<file path="config.mk">
export PLATFORM = sky130hd
export DESIGN_NAME = multicycle_ctrl_fsm
export DESIGN_NICKNAME = d
export VERILOG_FILES = /design/src/rtl/multicycle_ctrl_fsm.sv
export SDC_FILE = /design/constraint.sdc
export NUM_CORES = 1
export LEC_CHECK = 0
export CORE_MARGIN = 2
export CORE_UTILIZATION = 47
export CTS_CLUSTER_DIAMETER = 120
export DETAILED_ROUTE_END_ITERATION = 6
export GPL_TIMING_DRIVEN = 1
export PLACE_DENSITY = 0.92
export SETUP_SLACK_MARGIN = 0.05
export SLEW_MARGIN = 20
export SYNTH_ARGS = -nofsm -noshare
export SYNTH_HDL_FRONTEND = slang
export SYNTH_SLANG_ARGS = --single-unit
</file>
<file path="constraint.sdc">
create_clock -name clk -period 4.5 [get_ports clk]
set_input_delay 0.9 -clock clk [delete_from_list [all_inputs] [get_ports clk]]
set_output_delay 0.9 -clock clk [all_outputs]
set_load 0.005 [all_outputs]
</file>
<file path="src/rtl/multicycle_ctrl_fsm.sv">
// Multicycle RISC-V control sequencer: fetch/decode/execute/writeback plus handshaked I/O-bus states.
// Optional macro IO_TIMEOUT_EN adds an abort-to-FAULT timer on the I/O wait states.
module multicycle_ctrl_fsm #(
  parameter int unsigned STATE_W    = 4,
  parameter int unsigned IO_TIMEOUT = 255
) (
  input  logic               clk,
  input  logic               rst_n,
  input  logic [6:0]         op,
  input  logic [2:0]         funct3,
  input  logic               funct7_5,
  input  logic               Zero,
  input  logic               in_valid,
  input  logic               out_ready,
  output logic               PCWrite,
  output logic               AdrSrc,
  output logic               IRWrite,
  output logic               MemWrite,
  output logic               RegWrite,
  output logic [1:0]         ResultSrc,
  output logic [1:0]         ALUSrcA,
  output logic [1:0]         ALUSrcB,
  output logic [1:0]         ImmSrc,
  output logic [2:0]         ALUControl,
  output logic               InputSRC,
  output logic               OutputSRC,
  output logic               in_ack,
  output logic               out_valid,
  output logic               fault,
  output logic [STATE_W-1:0] state_dbg
);

  localparam logic [6:0] OP_LW  = 7'b0000011;
  localparam logic [6:0] OP_SW  = 7'b0100011;
  localparam logic [6:0] OP_R   = 7'b0110011;
  localparam logic [6:0] OP_BEQ = 7'b1100011;

  typedef enum logic [3:0] {
    S_INIT   = 4'd0,
    S_FETCH  = 4'd1,
    S_DECODE = 4'd2,
    S_MEMADR = 4'd3,
    S_MEMRD  = 4'd4,
    S_MEMWB  = 4'd5,
    S_MEMWR  = 4'd6,
    S_EXECR  = 4'd7,
    S_ALUWB  = 4'd8,
    S_BEQ    = 4'd9,
    S_IOIN   = 4'd10,
    S_IOOUT  = 4'd11,
    S_FAULT  = 4'd12
  } state_t;

  typedef struct packed {
    logic       pc_update;
    logic       branch;
    logic       adr_src;
    logic       ir_write;
    logic       mem_write;
    logic       reg_write;
    logic [1:0] result_src;
    logic [1:0] alu_src_a;
    logic [1:0] alu_src_b;
    logic [1:0] imm_src;
    logic [2:0] alu_control;
    logic       input_src;
    logic       output_src;
    logic       out_valid;
    logic       fault;
  } ctrl_t;

  state_t state, next_state;
  ctrl_t  ctrl_q, ctrl_d;
  logic   r_legal;
  logic   io_expired;
  logic   io_in_hs;

  assign r_legal = (funct3 == 3'b000) || (funct3 == 3'b010) || (funct3 == 3'b110) ||
                   (funct3 == 3'b111) || ((funct3 == 3'b101) && funct7_5);

  // Timer for I/O waits; counts cycles spent in IOIN/IOOUT without a handshake.
`ifdef IO_TIMEOUT_EN
  localparam int unsigned TO_W = $clog2(IO_TIMEOUT + 1);
  logic [TO_W-1:0] io_cnt;
  logic            io_wait;

  assign io_wait    = ((state == S_IOIN) && !in_valid) || ((state == S_IOOUT) && !out_ready);
  assign io_expired = (io_cnt == TO_W'(IO_TIMEOUT - 1));

  always_ff @(posedge clk or negedge rst_n) begin
    if (!rst_n) begin
      io_cnt <= '0;
    end else if (io_wait && !io_expired) begin
      io_cnt <= io_cnt + TO_W'(1);
    end else begin
      io_cnt <= '0;
    end
  end
`else
  assign io_expired = 1'b0;
  // IO_TIMEOUT only matters when the timer is built.
  if (IO_TIMEOUT == 0) begin : g_timeout_unused
  end
`endif

  always_ff @(posedge clk or negedge rst_n) begin
    if (!rst_n) begin
      state  <= S_INIT;
      ctrl_q <= '0;
    end else begin
      state  <= next_state;
      ctrl_q <= ctrl_d;
    end
  end

  // Next state, then the Moore controls of that state so they are registered alongside it.
  always_comb begin
    next_state = state;
    ctrl_d     = '0;
    case (state)
      S_INIT:   next_state = S_FETCH;
      S_FETCH:  next_state = S_DECODE;
      S_DECODE: begin
        if ((op == OP_LW) || (op == OP_SW)) next_state = S_MEMADR;
        else if (op == OP_R)                next_state = r_legal ? S_EXECR : S_FAULT;
        else if (op == OP_BEQ)              next_state = S_BEQ;
        else                                next_state = S_FAULT;
      end
      S_MEMADR: begin
        if (op == OP_LW) next_state = (funct3 == 3'b111) ? S_IOIN : S_MEMRD;
        else             next_state = (funct3 == 3'b111) ? S_IOOUT : S_MEMWR;
      end
      S_MEMRD:  next_state = S_MEMWB;
      S_MEMWB:  next_state = S_FETCH;
      S_MEMWR:  next_state = S_FETCH;
      S_EXECR:  next_state = S_ALUWB;
      S_ALUWB:  next_state = S_FETCH;
      S_BEQ:    next_state = S_FETCH;
      S_IOIN: begin
        if (in_valid)        next_state = S_FETCH;
        else if (io_expired) next_state = S_FAULT;
      end
      S_IOOUT: begin
        if (out_ready)       next_state = S_FETCH;
        else if (io_expired) next_state = S_FAULT;
      end
      S_FAULT:  next_state = S_FAULT;
      default:  next_state = S_FAULT;
    endcase

    case (next_state)
      S_FETCH: begin
        ctrl_d.ir_write   = 1'b1;
        ctrl_d.alu_src_b  = 2'b10;
        ctrl_d.result_src = 2'b10;
        ctrl_d.pc_update  = 1'b1;
      end
      S_DECODE: begin
        ctrl_d.alu_src_a = 2'b01;
        ctrl_d.alu_src_b = 2'b01;
        ctrl_d.imm_src   = 2'b10;
      end
      S_MEMADR: begin
        ctrl_d.alu_src_a = 2'b10;
        ctrl_d.alu_src_b = 2'b01;
        ctrl_d.imm_src   = (op == OP_SW) ? 2'b01 : 2'b00;
      end
      S_MEMRD: ctrl_d.adr_src = 1'b1;
      S_MEMWB: begin
        ctrl_d.result_src = 2'b01;
        ctrl_d.reg_write  = 1'b1;
      end
      S_MEMWR: begin
        ctrl_d.adr_src   = 1'b1;
        ctrl_d.mem_write = 1'b1;
      end
      S_EXECR: begin
        ctrl_d.alu_src_a = 2'b10;
        case (funct3)
          3'b000:  ctrl_d.alu_control = funct7_5 ? 3'b001 : 3'b000;
          3'b010:  ctrl_d.alu_control = 3'b101;
          3'b110:  ctrl_d.alu_control = 3'b011;
          3'b111:  ctrl_d.alu_control = 3'b010;
          3'b101:  ctrl_d.alu_control = 3'b110;
          default: ctrl_d.alu_control = 3'b000;
        endcase
      end
      S_ALUWB: ctrl_d.reg_write = 1'b1;
      S_BEQ: begin
        ctrl_d.alu_src_a   = 2'b10;
        ctrl_d.alu_control = 3'b001;
        ctrl_d.branch      = 1'b1;
      end
      S_IOIN: begin
        ctrl_d.input_src  = 1'b1;
        ctrl_d.result_src = 2'b01;
      end
      S_IOOUT: begin
        ctrl_d.output_src = 1'b1;
        ctrl_d.out_valid  = 1'b1;
      end
      S_FAULT: ctrl_d.fault = 1'b1;
      default: ctrl_d = '0;
    endcase
  end

  // Input handshake is the only path where in_valid reaches outputs directly.
  assign io_in_hs   = (state == S_IOIN) && in_valid;

  assign PCWrite    = ctrl_q.pc_update | (ctrl_q.branch & Zero);
  assign AdrSrc     = ctrl_q.adr_src;
  assign IRWrite    = ctrl_q.ir_write;
  assign MemWrite   = ctrl_q.mem_write;
  assign RegWrite   = ctrl_q.reg_write | io_in_hs;
  assign ResultSrc  = ctrl_q.result_src;
  assign ALUSrcA    = ctrl_q.alu_src_a;
  assign ALUSrcB    = ctrl_q.alu_src_b;
  assign ImmSrc     = ctrl_q.imm_src;
  assign ALUControl = ctrl_q.alu_control;
  assign InputSRC   = ctrl_q.input_src;
  assign OutputSRC  = ctrl_q.output_src;
  assign in_ack     = io_in_hs;
  assign out_valid  = ctrl_q.out_valid;
  assign fault      = ctrl_q.fault;
  assign state_dbg  = STATE_W'(state);

endmodule

</file>
==> results.py, run 1 <==
metrics = {
    "logic_synthesis": {
        "ys_seq_area_frac": 0.451,
        "yosys-top-cells-area": "dfrtp_1 45%, buf_4 7.7%, a21oi_1 3.9%",
        "synth_edf_count": 0,
        "ys_types": 39,
        "synth_top_cell_by_area": "dfrtp_1",
        "yosys-top-cells-count": "21 x dfrtp_1, 12 x buf_4, 12 x nor2_1",
        "yosys_warnings": 0,
        "syn_area_um2": 1160,
        "post-synth-top-count-cell": "dfrtp_1",
        "syn_inst": 118,
        "synth_top_area_share": 0.451,
        "synth_fp_nets": 134,
        "synth.ff_latch_count": 21,
        "ys.flop_type": "dfrtp_1",
        "ys_async_sr_fraction": 1.00,
        "syn-mean-instance-area_um2": 9.87,
    },
    "cells_and_area": {
        "final-seq-area_um2": 526,
        "fin_nets": 164,
        "drive_above_1_share": 0.109,
        "area_growth_pct": 30.5,
        "fin_util": 0.631,
        "antenna_cells": 0,
        "multi_input_area_um2": 507,
        "fillers": 190,
    },
    "sta": {
        "post-route-min-period_ns": 3.18,
        "hold_viol_final": 0,
        "finClkSkew_ns": 0.00839,
        "setup_tns_ns": 0,
        "post-route-period-util": 0.706,
        "rsz0062_at_grt": "false",
        "final_max_slew_viol_count": 0,
        "slew_headroom": 0.407,
        "setup_viol": 0,
        "clock.fmax_mhz": 315,
        "tightest_slew_ns": 0.886,
    },
    "grt": {
        "use_met1": 0.222,
        "overflow": 0,
        "grt_pass1_vias": 869,
        "use_met2": 0.305,
        "antenna_found_initial": 0,
        "grt_max_degree": 22,
        "grt_first_pass_wirelength_um": 3700,
        "gr-max-usage-layer": "met2",
        "grt_util_met3": 0.00833,
        "grt_use_total": 0.180,
    },
    "setup_path": {
        "rr_worst_depth": 6,
        "cp-end-kind": "primary output",
        "path_common_cell": "clkdlybuf4s50_1",
        "crit_type": "input pin to primary output",
        "max_stage_delay_ns": 0.50,
        "arrival_ns": 2.28,
        "cp-start-kind": "input pin",
        "path_delay_family": "buffers and inverters",
        "cp_max_fo": 2,
        "cp.required_ns": 3.60,
        "timing.critical_path.buf_inv": 3,
        "critical_path_depth": 5,
        "cp_cell_sequence": "clkdlybuf4s50_1 > inv_1 > nor3_1 > or2_2 > clkdlybuf4s50_1",
        "crit_slowest_cell": "clkdlybuf4s50_1",
    },
    "power": {
        "pwr_density_cell_nw_per_um2": 506,
        "vdd_drop_max_mv": 0.237,
        "p_leak_nw": 0.651,
    },
    "floorplan": {
        "die_h_um": 53.8,
        "pin_count": 41,
        "start_util": 0.483,
        "die-area_um2": 2890,
        "die_x_um": 53.8,
        "row_count": 18,
        "core-area_um2": 2410,
    },
    "placement": {
        "port_buffers": 40,
        "detailed_place_hpwl_um": 1800,
        "gp_congestion": 0.953,
    },
    "detailed_routing": {
        "drt_pass1_iterations": 4,
        "num_vias": 941,
        "via_per_inst": 5.32,
        "wl_per_cell_um": 12.8,
        "drt_first_iter_violations": 23,
        "route.detailed.drc": 0,
        "ant_nets": 0,
        "routed_wl_um": 2260,
    },
    "cts": {
        "h-tree-depth": 1,
        "cts_buffers": 3,
        "clk_pin_slew_worst_paths_ns": 0.11,
        "tritoncts": "built",
        "holdBufCountCts": 0,
        "postCtsResizedCells": 0,
        "clk-insertion-delay-late_ns": 0.30,
        "clockRootBuffer": "clkbuf_4",
        "cts_setup_buffers": 0,
        "cts.sinks": 21,
        "clk_path_buf_depth": 2,
    },
    "hold_path": {
        "hp-class": "register to register",
        "holdPathStages": 1,
    },
    "run": {
        "drv_cap": 0,
    },
    "status": {
        "status": "complete, no violations",
    },
}
==> stage by stage <==
stage | instance area (um2) | instances | worst slack (ns) | power [mW] | hold WS (ns)
final | 1520 | 177 | 1.32 | 0.769 | 0.693
after global placement | 1490 | 173 | 1.37 | 0.672 | 0.649
after floorplan | 1160 | 118 | 2.13 | 0.543 | 0.604
after detailed placement | 1490 | 173 | 1.31 | 0.686 | 0.663
after CTS | 1520 | 177 | 1.31 | 0.774 | 0.687
after global routing | 1520 | 177 | 1.23 | 0.841 | 0.733
==> state kept, by name, summed over array words and instances (netlist names) <==
register    flops
ALUSrcB         2
ALUControl      3
MemWrite        1
ImmSrc          2
ResultSrc       1
InputSRC        1
ctrl_q          2
state_dbg       4
out_valid       1
ALUSrcA         1
IRWrite         1
fault           1
AdrSrc          1
==> kinds of logic after synthesis <==
group,count (synthesis),synth area share
simple gates,53,0.272
compound gates,22,0.154
flops,21,0.451
buf+inv,21,0.114
mux,1,0.00967
==> worst paths after layout <==
check | startpoint | end | slack [ns]
max | in_valid | RegWrite | 1.32
min | state_dbg[3] | ctrl_q[15] | 0.69
max reg2reg | state_dbg[0] | ALUControl[0] | 2.36
min reg2reg | state_dbg[3] | ctrl_q[15] | 0.69
max in group asynchronous | rst_n | state_dbg[0] | 2.86
min in group asynchronous | rst_n | state_dbg[3] | 1.09
==> where the power goes <==
group / internal [mW] / leakage [nW] / switching (mW)
Sequential: 0.242 / 0.283 / 0.0564
Clock: 0.0331 / 0.0177 / 0.0541
Combinational: 0.207 / 0.351 / 0.177
Total: 0.482 / 0.651 / 0.288
==> final cells by class <==
type / count / share of cell area
inverter: 6 / 0.0148
clock inverter: 1 / 0.00329
multi-input combinational: 76 / 0.333
sequential: 21 / 0.346
timing repair buffer: 40 / 0.263
clock buffer: 3 / 0.0148
tap: 30 / 0.0247
==> cell usage in the layout (no fill, tap or decap), types with 3 or more instances in the layout <==
master,netlist,layout
clkdlybuf4s50_1,0,40
dfrtp_1,21,21
nor2_1,12,12
a21oi_1,9,9
inv_1,6,6
nor2b_1,5,5
nand2_1,5,5
nand3_1,5,5
and2_1,4,4
nor3_1,4,4
clkbuf_4,0,3
==> routing by layer <==
metal / part of all wire / up-vias
met5: 0 / -
met1: 0.42 / 435
met2: 0.50 / 41
met4: 0.026 / 0
met3: 0.052 / 4
li1: - / 461
No activity file was read; power rests on OpenSTA's default activity.
==> run 2, diff against run 1 <==
CORE_UTILIZATION = 40   (was 47)
PLACE_DENSITY = 0.84   (was 0.92)
clock period = 2.6 ns   (was 4.5 ns; I/O delays follow)
==> run 2 against run 1 <==
Global-route usage down 0.88 points. Combinational power grew 110%. Sequential share of layout area decreased by 2.2 points. Worst hold slack worse by 0.14 ns. Die area is 16% higher. Count of clock-buffer cells in the layout stayed put. Clock power grew 74%. Largest power group unchanged. Non-clock buffer count up 14. Via count up 10%. Register-to-register slack worse by 1.9 ns. Sequential power up 69%. Highest routed layer unchanged.
==> results.py, run 2 (synthesis results as in run 1) <==
metrics = {
    "setup_path": {
        "worstSetupStartpoint": "state_dbg[2]",
        "arrival_ns": 1.92,
        "crit_type": "register to primary output",
        "cp.required_ns": 2.08,
        "cp-start-kind": "register",
        "rr_startpoint": "state_dbg[0]",
        "cp_max_fo": 10,
        "cp-end-kind": "primary output",
    },
    "cts": {
        "h-tree-depth": 1,
        "cts_buffers": 3,
        "clk-insertion-delay-late_ns": 0.30,
        "clk_pin_slew_worst_paths_ns": 0.11,
        "clockRootBuffer": "clkbuf_4",
        "cts.sinks": 21,
        "holdBufCountCts": 0,
        "tritoncts": "built",
        "clk_path_buf_depth": 2,
    },
    "floorplan": {
        "die-area_um2": 3360,
        "die_x_um": 58.0,
        "die_h_um": 58.0,
        "core-area_um2": 2760,
        "start_util": 0.422,
        "row_count": 19,
        "pin_count": 41,
    },
    "detailed_routing": {
        "route.detailed.drc": 0,
        "num_vias": 1037,
        "ant_nets": 0,
        "drt_first_iter_violations": 26,
        "routed_wl_um": 2660,
        "wl_per_cell_um": 13.9,
        "via_per_inst": 5.40,
        "drt_pass1_iterations": 4,
    },
    "cells_and_area": {
        "largest_register_ffs": 4,
        "area_growth_pct": 39.7,
        "antenna_cells": 0,
        "final_cells": 192,
        "fin_nets": 178,
        "final_cell_mix": "40 x clkdlybuf4s50_1, 20 x dfrtp_1, 14 x buf_4",
        "drive_above_1_share": 0.193,
        "final_common_cell": "clkdlybuf4s50_1",
    },
    "status": {
        "status": "complete, no violations",
    },
    "sta": {
        "hold_viol_final": 0,
        "post-route-min-period_ns": 2.44,
        "clock.fmax_mhz": 410,
        "slew_headroom": 0.733,
        "final_max_slew_viol_count": 0,
        "tightest_slew_ns": 0.399,
        "setup_tns_ns": 0,
        "finClkSkew_ns": 0.00676,
        "setup_viol": 0,
        "rsz0062_at_grt": "false",
        "post-route-period-util": 0.939,
    },
    "run": {
        "drv_cap": 0,
    },
    "power": {
        "pwr_density_cell_nw_per_um2": 889,
        "p_leak_nw": 0.716,
        "vdd_drop_max_mv": 0.591,
    },
    "placement": {
        "detailed_place_hpwl_um": 2160,
        "gp_congestion": 0.859,
        "dpl.cell_count": 188,
        "port_buffers": 40,
    },
    "grt": {
        "antenna_found_initial": 0,
        "grt_pass1_vias": 990,
        "grt_use_total": 0.171,
        "grt_first_pass_wirelength_um": 4370,
        "overflow": 0,
        "grt_max_degree": 22,
    },
    "hold_path": {
        "hp-class": "input pin to async pin",
    },
}
[run 2: changes by cell type in the layout (fill, tap and decap cells not counted)]
cell,change
buf_4,+14
dfrtp_1,-1
dfrtp_2,+1
[run 2: through the flow]
stage                     utilization  worst slack (ns)  total power, mW  cell area [um2]  hold slack, ns
after floorplan                     -             0.607            0.940             1160           0.224
after global placement          0.580            0.0802             1.27             1600           0.594
after detailed placement        0.580            0.0106             1.30             1600           0.611
after CTS                       0.590            0.0933             1.46             1630           0.555
after global routing            0.590            0.0552             1.56             1630           0.580
final                           0.590             0.158             1.45             1630           0.552
[run 2: cell type report]
cell class | count | area, um2
Timing Repair Buffer | 54 | 505
Sequential cell | 21 | 527
Clock buffer | 3 | 22.5
Multi-Input combinational cell | 76 | 507
Clock inverter | 1 | 5.00
Tap cell | 31 | 38.8
Fill cell | 241 | 1130
Inverter | 6 | 22.5
[run 2: what timing repair did]
| action | 4_1_cts | 5_1_grt |
|---|---|---|
| setup endpoints to repair | 0 | 1 |
| resized for setup | 0 | 1 |
| setup buffers | 0 | 0 |
[run 2: path summary, 6_finish.rpt]
kind                                      end  slack (ns)  cells past startpoint
worst max register to register  ALUControl[0]        0.47                      6
worst min register to register     ctrl_q[15]        0.64                      2
min in group clk                   ctrl_q[15]        0.64                      2
max in group asynchronous        state_dbg[2]        1.82                      2
worst min-delay path             state_dbg[3]        0.55                      2
worst max-delay path                 RegWrite        0.16                      5
[run 2: critical path, stage by stage, from the launching register on]
cell,delay (ns)
dfrtp_2,0.49
nor2b_1,0.22
nand2_1,0.10
nor3_1,0.19
or2_2,0.14
clkdlybuf4s50_1,0.49
[run 2: routing by layer]
layer | wire length [um] | vias up | GRT usage
li1 | - | 492 | -
met2 | 1320 | 54 | 0.273
met3 | 185 | 8 | 0.0201
met5 | 0 | - | 0
met4 | 78 | 0 | 0.103
met1 | 1080 | 483 | 0.223
[run 2: report_power, final]
part / switching, mW / internal (mW) / leakage, nW
sequential: 0.0836 / 0.420 / 0.281
combinational: 0.345 / 0.447 / 0.417
clock: 0.0946 / 0.0573 / 0.0177
total: 0.524 / 0.924 / 0.716
